## src/rtl/wallace_mul_arbiter.sv

```systemverilog
// Round-robin front end that shares one external combinational 16x16 Wallace multiplier.
// Operands are registered and held MUL_CYCLES cycles so the tree can be timed as a multicycle path.
module wallace_mul_arbiter #(
    parameter int NREQ       = 4,
    parameter int IDW        = 2,
    parameter int MUL_CYCLES = 2
) (
    input  logic                 clk,
    input  logic                 rst,
    input  logic [NREQ-1:0]      req_valid,
    output logic [NREQ-1:0]      req_ready,
    input  logic [16*NREQ-1:0]   req_a,
    input  logic [16*NREQ-1:0]   req_b,
    output logic [15:0]          mul_a,
    output logic [15:0]          mul_b,
    input  logic [31:0]          mul_prod,
    output logic                 resp_valid,
    input  logic                 resp_ready,
    output logic [IDW-1:0]       resp_id,
    output logic [31:0]          resp_prod,
    output logic                 busy,
    output logic [15:0]          op_count
);
    localparam int              CNTW      = (MUL_CYCLES > 1) ? $clog2(MUL_CYCLES) : 1;
    localparam logic [CNTW-1:0] CNT_INIT  = CNTW'(MUL_CYCLES - 1);
    localparam logic [IDW-1:0]  LAST_INIT = IDW'(NREQ - 1);

    typedef enum logic [1:0] {S_IDLE, S_WAIT, S_RESP} state_t;

    state_t          r_state;
    state_t          w_state_nxt;
    logic [IDW-1:0]  r_last_grant;
    logic [CNTW-1:0] r_cnt;
    logic [15:0]     r_mul_a;
    logic [15:0]     r_mul_b;
    logic [31:0]     r_resp_prod;
    logic [IDW-1:0]  r_resp_id;
    logic            r_resp_valid;
    logic [15:0]     r_op_count;

    logic [IDW-1:0]  w_grant;
    logic [NREQ-1:0] w_onehot;
    logic            w_any;
    logic [15:0]     w_op_a;
    logic [15:0]     w_op_b;
    logic            w_take;
    logic            w_sample;
    logic            w_done;

    // Winner is the valid index with the smallest cyclic distance past last_grant.
    always_comb begin
        int d;
        int best;
        w_grant  = '0;
        w_onehot = '0;
        w_any    = 1'b0;
        d        = 0;
        best     = NREQ;
        for (int i = 0; i < NREQ; i++) begin
            d = i - int'(r_last_grant) - 1;
            if (d < 0) d = d + NREQ;
            if (req_valid[i] && d < best) begin
                best        = d;
                w_grant     = IDW'(i);
                w_onehot    = '0;
                w_onehot[i] = 1'b1;
                w_any       = 1'b1;
            end
        end
    end

    always_comb begin
        w_op_a = '0;
        w_op_b = '0;
        for (int i = 0; i < NREQ; i++) begin
            if (w_grant == IDW'(i)) begin
                w_op_a = req_a[16*i +: 16];
                w_op_b = req_b[16*i +: 16];
            end
        end
    end

    always_comb begin
        w_state_nxt = r_state;
        req_ready   = '0;
        w_take      = 1'b0;
        w_sample    = 1'b0;
        w_done      = 1'b0;
        case (r_state)
            S_IDLE: begin
                if (w_any) begin
                    w_take      = 1'b1;
                    req_ready   = w_onehot;
                    w_state_nxt = S_WAIT;
                end
            end
            S_WAIT: begin
                if (r_cnt == '0) begin
                    w_sample    = 1'b1;
                    w_state_nxt = S_RESP;
                end
            end
            S_RESP: begin
                if (resp_ready) begin
                    w_done      = 1'b1;
                    w_state_nxt = S_IDLE;
                end
            end
            default: w_state_nxt = S_IDLE;
        endcase
    end

    always_ff @(posedge clk) begin
        if (rst) r_state <= S_IDLE;
        else     r_state <= w_state_nxt;
    end

    always_ff @(posedge clk) begin
        if (rst) begin
            r_last_grant <= LAST_INIT;
            r_cnt        <= '0;
            r_mul_a      <= '0;
            r_mul_b      <= '0;
            r_resp_prod  <= '0;
            r_resp_id    <= '0;
            r_resp_valid <= 1'b0;
            r_op_count   <= '0;
        end else begin
            if (w_take) begin
                r_mul_a      <= w_op_a;
                r_mul_b      <= w_op_b;
                r_resp_id    <= w_grant;
                r_last_grant <= w_grant;
                r_cnt        <= CNT_INIT;
            end else if (r_state == S_WAIT && r_cnt != '0) begin
                r_cnt <= r_cnt - CNTW'(1);
            end
            // mul_prod is only trusted on the last hold cycle.
            if (w_sample) begin
                r_resp_prod  <= mul_prod;
                r_resp_valid <= 1'b1;
            end
            if (w_done) begin
                r_resp_valid <= 1'b0;
                if (r_op_count != 16'hFFFF) r_op_count <= r_op_count + 16'd1;
            end
        end
    end

    assign mul_a      = r_mul_a;
    assign mul_b      = r_mul_b;
    assign resp_valid = r_resp_valid;
    assign resp_id    = r_resp_id;
    assign resp_prod  = r_resp_prod;
    assign busy       = (r_state != S_IDLE);
    assign op_count   = r_op_count;
endmodule
```

## config.mk

```make
export PLATFORM = sky130hd
export DESIGN_NAME = wallace_mul_arbiter
export DESIGN_NICKNAME = d
export VERILOG_FILES = /design/src/rtl/wallace_mul_arbiter.sv
export SDC_FILE = /design/constraint.sdc
export NUM_CORES = 1
export LEC_CHECK = 0
export ABC_AREA = 1
export CAP_MARGIN = 20
export CELL_PAD_IN_SITES_DETAIL_PLACEMENT = 0
export CELL_PAD_IN_SITES_GLOBAL_PLACEMENT = 2
export CORE_UTILIZATION = 20
export CTS_BUF_LIST = sky130_fd_sc_hd__clkbuf_2
export DETAILED_ROUTE_END_ITERATION = 7
export PLACE_DENSITY = 0.84
export SYNTH_ARGS = -nofsm -noshare
export SYNTH_HDL_FRONTEND = slang
export SYNTH_SLANG_ARGS = --single-unit
```

## constraint.sdc

```tcl
create_clock -name clk -period 5.9 [get_ports clk]
set_input_delay 1.18 -clock clk [delete_from_list [all_inputs] [get_ports clk]]
set_output_delay 1.18 -clock clk [all_outputs]
set_load 0.03 [all_outputs]
```

Word-level counts from Yosys, hierarchy flattened
Cells that the tools add are included.
- bits in registers: 88
- output and inout bits: 88
- logic and storage cells: 92
- magnitude comparators: 8
- equality and inequality tests: 9
- reductions and logical operators: 12
- $add $sub $neg: 14
- multiplexer cells: 40
- operators by type and width (operator ; number):
    32-bit 2-to-1 mux ; 7
    16-bit 2-to-1 mux ; 8
    32-bit < comparator ; 3
    32-bit by 4-bit < comparator with 1-bit output, second input constant ; 1
    4-bit by 4-bit adder with 5-bit output, second input constant ; 4
    4-bit 2-to-1 mux ; 5
    16-bit by 1-bit adder with 16-bit output, second input constant ; 1
    4-bit by 1-bit < comparator with 1-bit output, second input constant ; 4
    16-bit != test, second input constant ; 1
    3-bit by 2-bit subtractor with 4-bit output, second input constant ; 4
    1-bit 2-to-1 mux ; 14
    2-bit 2-to-1 mux ; 5
    2-bit == test, second input constant ; 3
    2-bit != test, second input constant ; 3
    2-bit one-hot mux with 3 select lines ; 1
    1-bit by 2-bit subtractor with 3-bit output, first input constant ; 2
    2-bit by 2-bit subtractor with 3-bit output, first input constant ; 2
    1-bit logical AND ; 5
    2-bit by 1-bit == test with 1-bit output, second input constant ; 2
    2-bit zero test ; 2
    2-bit nonzero test ; 2
    3-bit AND reduction ; 1
    2-bit AND reduction ; 1
    2-bit OR reduction ; 1
    1-bit subtractor, second input constant ; 1

Longest topological paths before layout
- depth in word-level cells: 21
- mapped depth: 35
- gate-level depth less buffers: 33

Worst setup path before layout
No wires, ideal clock.
- kind: input port to output port
- start point: input req_valid[0]
- end point: output req_ready[0]
- slack: 0.419 ns
- cell stages on the path: 26
- arrival time: 4.301 ns
- path buffers: 2
- cell sequence: nand3_2 inv_1 o21ai_0 nand2_1 inv_1 nor2_1 inv_1 nor2_1 a21oi_1 ha_1 nand2_1 nand2_1 nand2_1 nand2_1 nand2_1 nand2_4 clkbuf_1 o21ai_0 ha_1 nand2_1 nand2_1 nand2_2 nand2_2 nand2_1 buf_2 nor3_1
- word-level cells in the longest chain between the ends: 13
- ends and longest elaborated chain (element ; line ; source):
    start: declaration ; 10 ; input logic [NREQ-1:0] req_valid,
    1-bit logical AND (*) ; 62 ; if (req_valid[i] && d < best) begin
    32-bit 2-to-1 mux ; 62 ;
    32-bit < comparator ; 62 ;
    1-bit logical AND ; 62 ;
    32-bit 2-to-1 mux ; 62 ;
    32-bit < comparator ; 62 ;
    1-bit logical AND ; 62 ;
    32-bit 2-to-1 mux ; 62 ;
    32-bit < comparator ; 62 ;
    1-bit logical AND ; 62 ;
    4-bit 2-to-1 mux or 1-bit 2-to-1 mux (tied branches) ; 62 ;
    4-bit 2-to-1 mux (*) ; 91 ; if (w_any) begin
    4-bit 2-to-1 mux (*) ; 89 ; case (r_state)
    end: declaration ; 11 ; output logic [NREQ-1:0] req_ready,
Mark *: on every way between the ends. The rest lies on a longest branch, timed or not.

Worst setup path after layout
- start point: input req_valid[0]
- end point: output req_ready[2]
Same word-level chain as after synthesis.

==> run metrics <==
outcome finished clean; Post-synth ARST share 0%; total power ~3.9 mW; share of the synthesized area in the top cell type 36.1%; PortBufs 254; CTS tree yes; DR vias/cell between 4 and 5; DRC Markers 0; crit start category primary input; largest cells by area after synthesis dfxtp_1 36%, nand2_1 13%, nand3_1 9.2%, a21oi_1 7.2%, nor2_1 6.3%; Max Clock Skew roughly 0.043 ns; Slew @ Worst Pin 0.993 ns; min Tclk post-route 5.60 ns; yosys warns 0; crit path DAT between 4 and 5 ns; Routed WL per cell 15.2 um; max-capacitance violation count 0; number of antenna violations at the first check in global routing 0; Seq cells post-synth 88; final setup fails 0; Die X 158 um; Die Span Y roughly 160 um; initial core utilization 20.6%; die area 0.0250 mm^2; register area share after synthesis 36.1%; gr usage total between 15 and 20%; # hold bufs at CTS 0; r2r setup slk 1.67 ns; Pre-Repair DR Iteration Count 4; RSZ-0062 raised after global routing no; Hold WC Path Type flip-flop to flip-flop; cells after synthesis around 750; cell leakage power 3.15 nW; P per Cell Area 496 mW/mm^2; Mean Syn Cell Area about 6.5 um^2; buffer levels on the longest clock path 2; cell with the most instances after synthesis nand2_1; final hold vios 0; TritonCTS Buffers 9; Netlist cell types 35; crit path max fanout 14; clock transition at the registers of the reported paths 0.25 ns; Rows 56; Max Slew Vio Count 0; Synth Cell Area about 0.0049 mm^2; Setup Buffers After CTS 0; initial DRC count about 230; core area 0.0237 mm^2; Total Nets Final 1158; CP endpoint kind output pin; largest net degree at the start of global routing 56; area delta synth->final 60.8%; global route overflow 0; number of global-route vias before repair about 5400; Worst EP required 4.72 ns; crit path kind primary input to output pin; Resized Gates After CTS 0; Final TNS setup 0 ns; Antenna Nets Post-Route 0; WL final 19.8 mm; number of diodes 0; global-route wire length before repair just under 30 mm; final period utilization between 90% and 100%; clock latency on the worst-skew pair ~0.61 ns; Slew Limit Headroom 33.4%; Max IR drop VDD between 0.0002 and 0.0003 V; Synth Flop Type dfxtp_1; DR vias 5619; fmax about 180 MHz; share of post-route cells with drive strength above 1 5.69%; root buffer cell clkbuf_2; IO Count between 200 and 300; Yosys top cell by area dfxtp_1; DP Wirelength 14.9 mm; number of enable flip-flop cells after synthesis 0; H-tree depth 3; Fill cells between 2000 and 3000; RD Place Congestion around 0.85; CTS sink cnt 88; synth cell count leaders 165 x nand2_1, 90 x nand3_1, 88 x dfxtp_1
## critical path, cell delays in order
cell and delay, ns:
clkdlybuf4s50_1 0.50, nand3_2 0.11, inv_1 0.06, o21ai_0 0.07, nand2_1 0.14, inv_1 0.07, nor2_1 0.09, inv_1 0.07
nor2_1 0.08, a21oi_1 0.06, ha_1 0.28, nand2_1 0.07, nand2_1 0.05, nand2_1 0.05, nand2_1 0.04, nand2_1 0.09
nand2_4 0.13, nand2_1 0.10, o21ai_0 0.08, ha_1 0.28, nand2_1 0.05, nand2_1 0.06, nand2_2 0.07, nand3_2 0.13
nand2_2 0.08, nor2_2 0.23, buf_12 0.16
## metal layers
metal	share of wire, %	track usage [%]	vias up
li1	-	-	2924
met1	42	18.4	2488
met3	8.4	6.13	13
met4	1.5	3.98	0
met5	0	0	-
met2	48	26.8	194
## cell usage in the layout, fill, tap and decap left out, types with 3 or more instances in the layout
| cell type | netlist | routed |
|---|---|---|
| nand3_1 | 90 | 90 |
| buf_4 | 2 | 16 |
| dfxtp_1 | 88 | 87 |
| a211oi_1 | 3 | 3 |
| clkdlybuf4s50_1 | 0 | 249 |
| o211ai_1 | 13 | 13 |
| nand4_1 | 35 | 35 |
| inv_2 | 5 | 5 |
| nor2_2 | 1 | 3 |
| ha_1 | 11 | 11 |
| o21ai_0 | 19 | 19 |
| o21ai_1 | 15 | 15 |
| nand2_1 | 165 | 165 |
| nor3_1 | 5 | 4 |
| nor2_1 | 82 | 80 |
| inv_1 | 73 | 73 |
| a21oi_1 | 70 | 70 |
| nand2_2 | 3 | 3 |
| clkbuf_2 | 0 | 10 |
| o21a_1 | 4 | 4 |
## kinds of logic (layout without fill, tap and decap cells)
logic type	count (synthesis)	count (layout)	share of synthesized area, %
simple gates	388	388	35.2
buf+inv	129	365	10.9
compound gates	128	128	14.4
flops	88	88	36.1
fa+ha+maj	11	11	2.82
xor+xnor	3	3	0.539
other cells	1	2	0.0769
## state kept, by name, summed over array words and instances (netlist names)
signal        cells
resp_prod        32
mul_a            16
mul_b            16
op_count         16
r_last_grant      2
r_state           2
resp_id           2
r_cnt             1
resp_valid        1
## worst paths after layout
| kind | end | cells past startpoint | startpoint |
|---|---|---|---|
| worst max-delay path | req_ready[2] | 27 | req_valid[0] |
| worst min-delay path | resp_valid | 2 | resp_valid |
| worst max register to register | mul_a[9] | 30 | r_last_grant[0] |
| worst min register to register | resp_valid | 2 | resp_valid |
## area by class of cell
| type | instances | area [um^2] | share of cell area, % |
|---|---|---|---|
| repair buffers | 269 | 2690 | 34.2 |
| multi-input cells | 532 | 2600 | 33.1 |
| inverters | 80 | 303 | 3.86 |
| clock buffers | 10 | 50.0 | 0.638 |
| clock inverters | 6 | 45.0 | 0.574 |
| well taps | 319 | 399 | 5.09 |
| flip-flops and latches | 88 | 1760 | 22.5 |
## where the power goes
part / internal, mW / leakage (nW) / switching [mW]
sequential: 0.734 / 0.721 / 0.0762
combinational: 0.996 / 2.37 / 1.79
clock: 0.0586 / 0.0562 / 0.230
total: 1.79 / 3.15 / 2.10
## through the flow
stage	cell area (um^2)	setup WS [ns]	util, %	hold slack [ns]	instances
4_1_cts	7810	0.107	33.0	0.481	1303
3_3_place_gp	7710	0.205	32.6	0.445	1287
3_5_place_dp	7710	0.145	32.6	0.453	1287
5_1_grt	7840	0.0232	33.1	0.490	1304
6_report	7840	0.301	33.1	0.475	1304
2_1_floorplan	4880	0.419	-	0.449	749
Power figures use the tool's default switching activity.
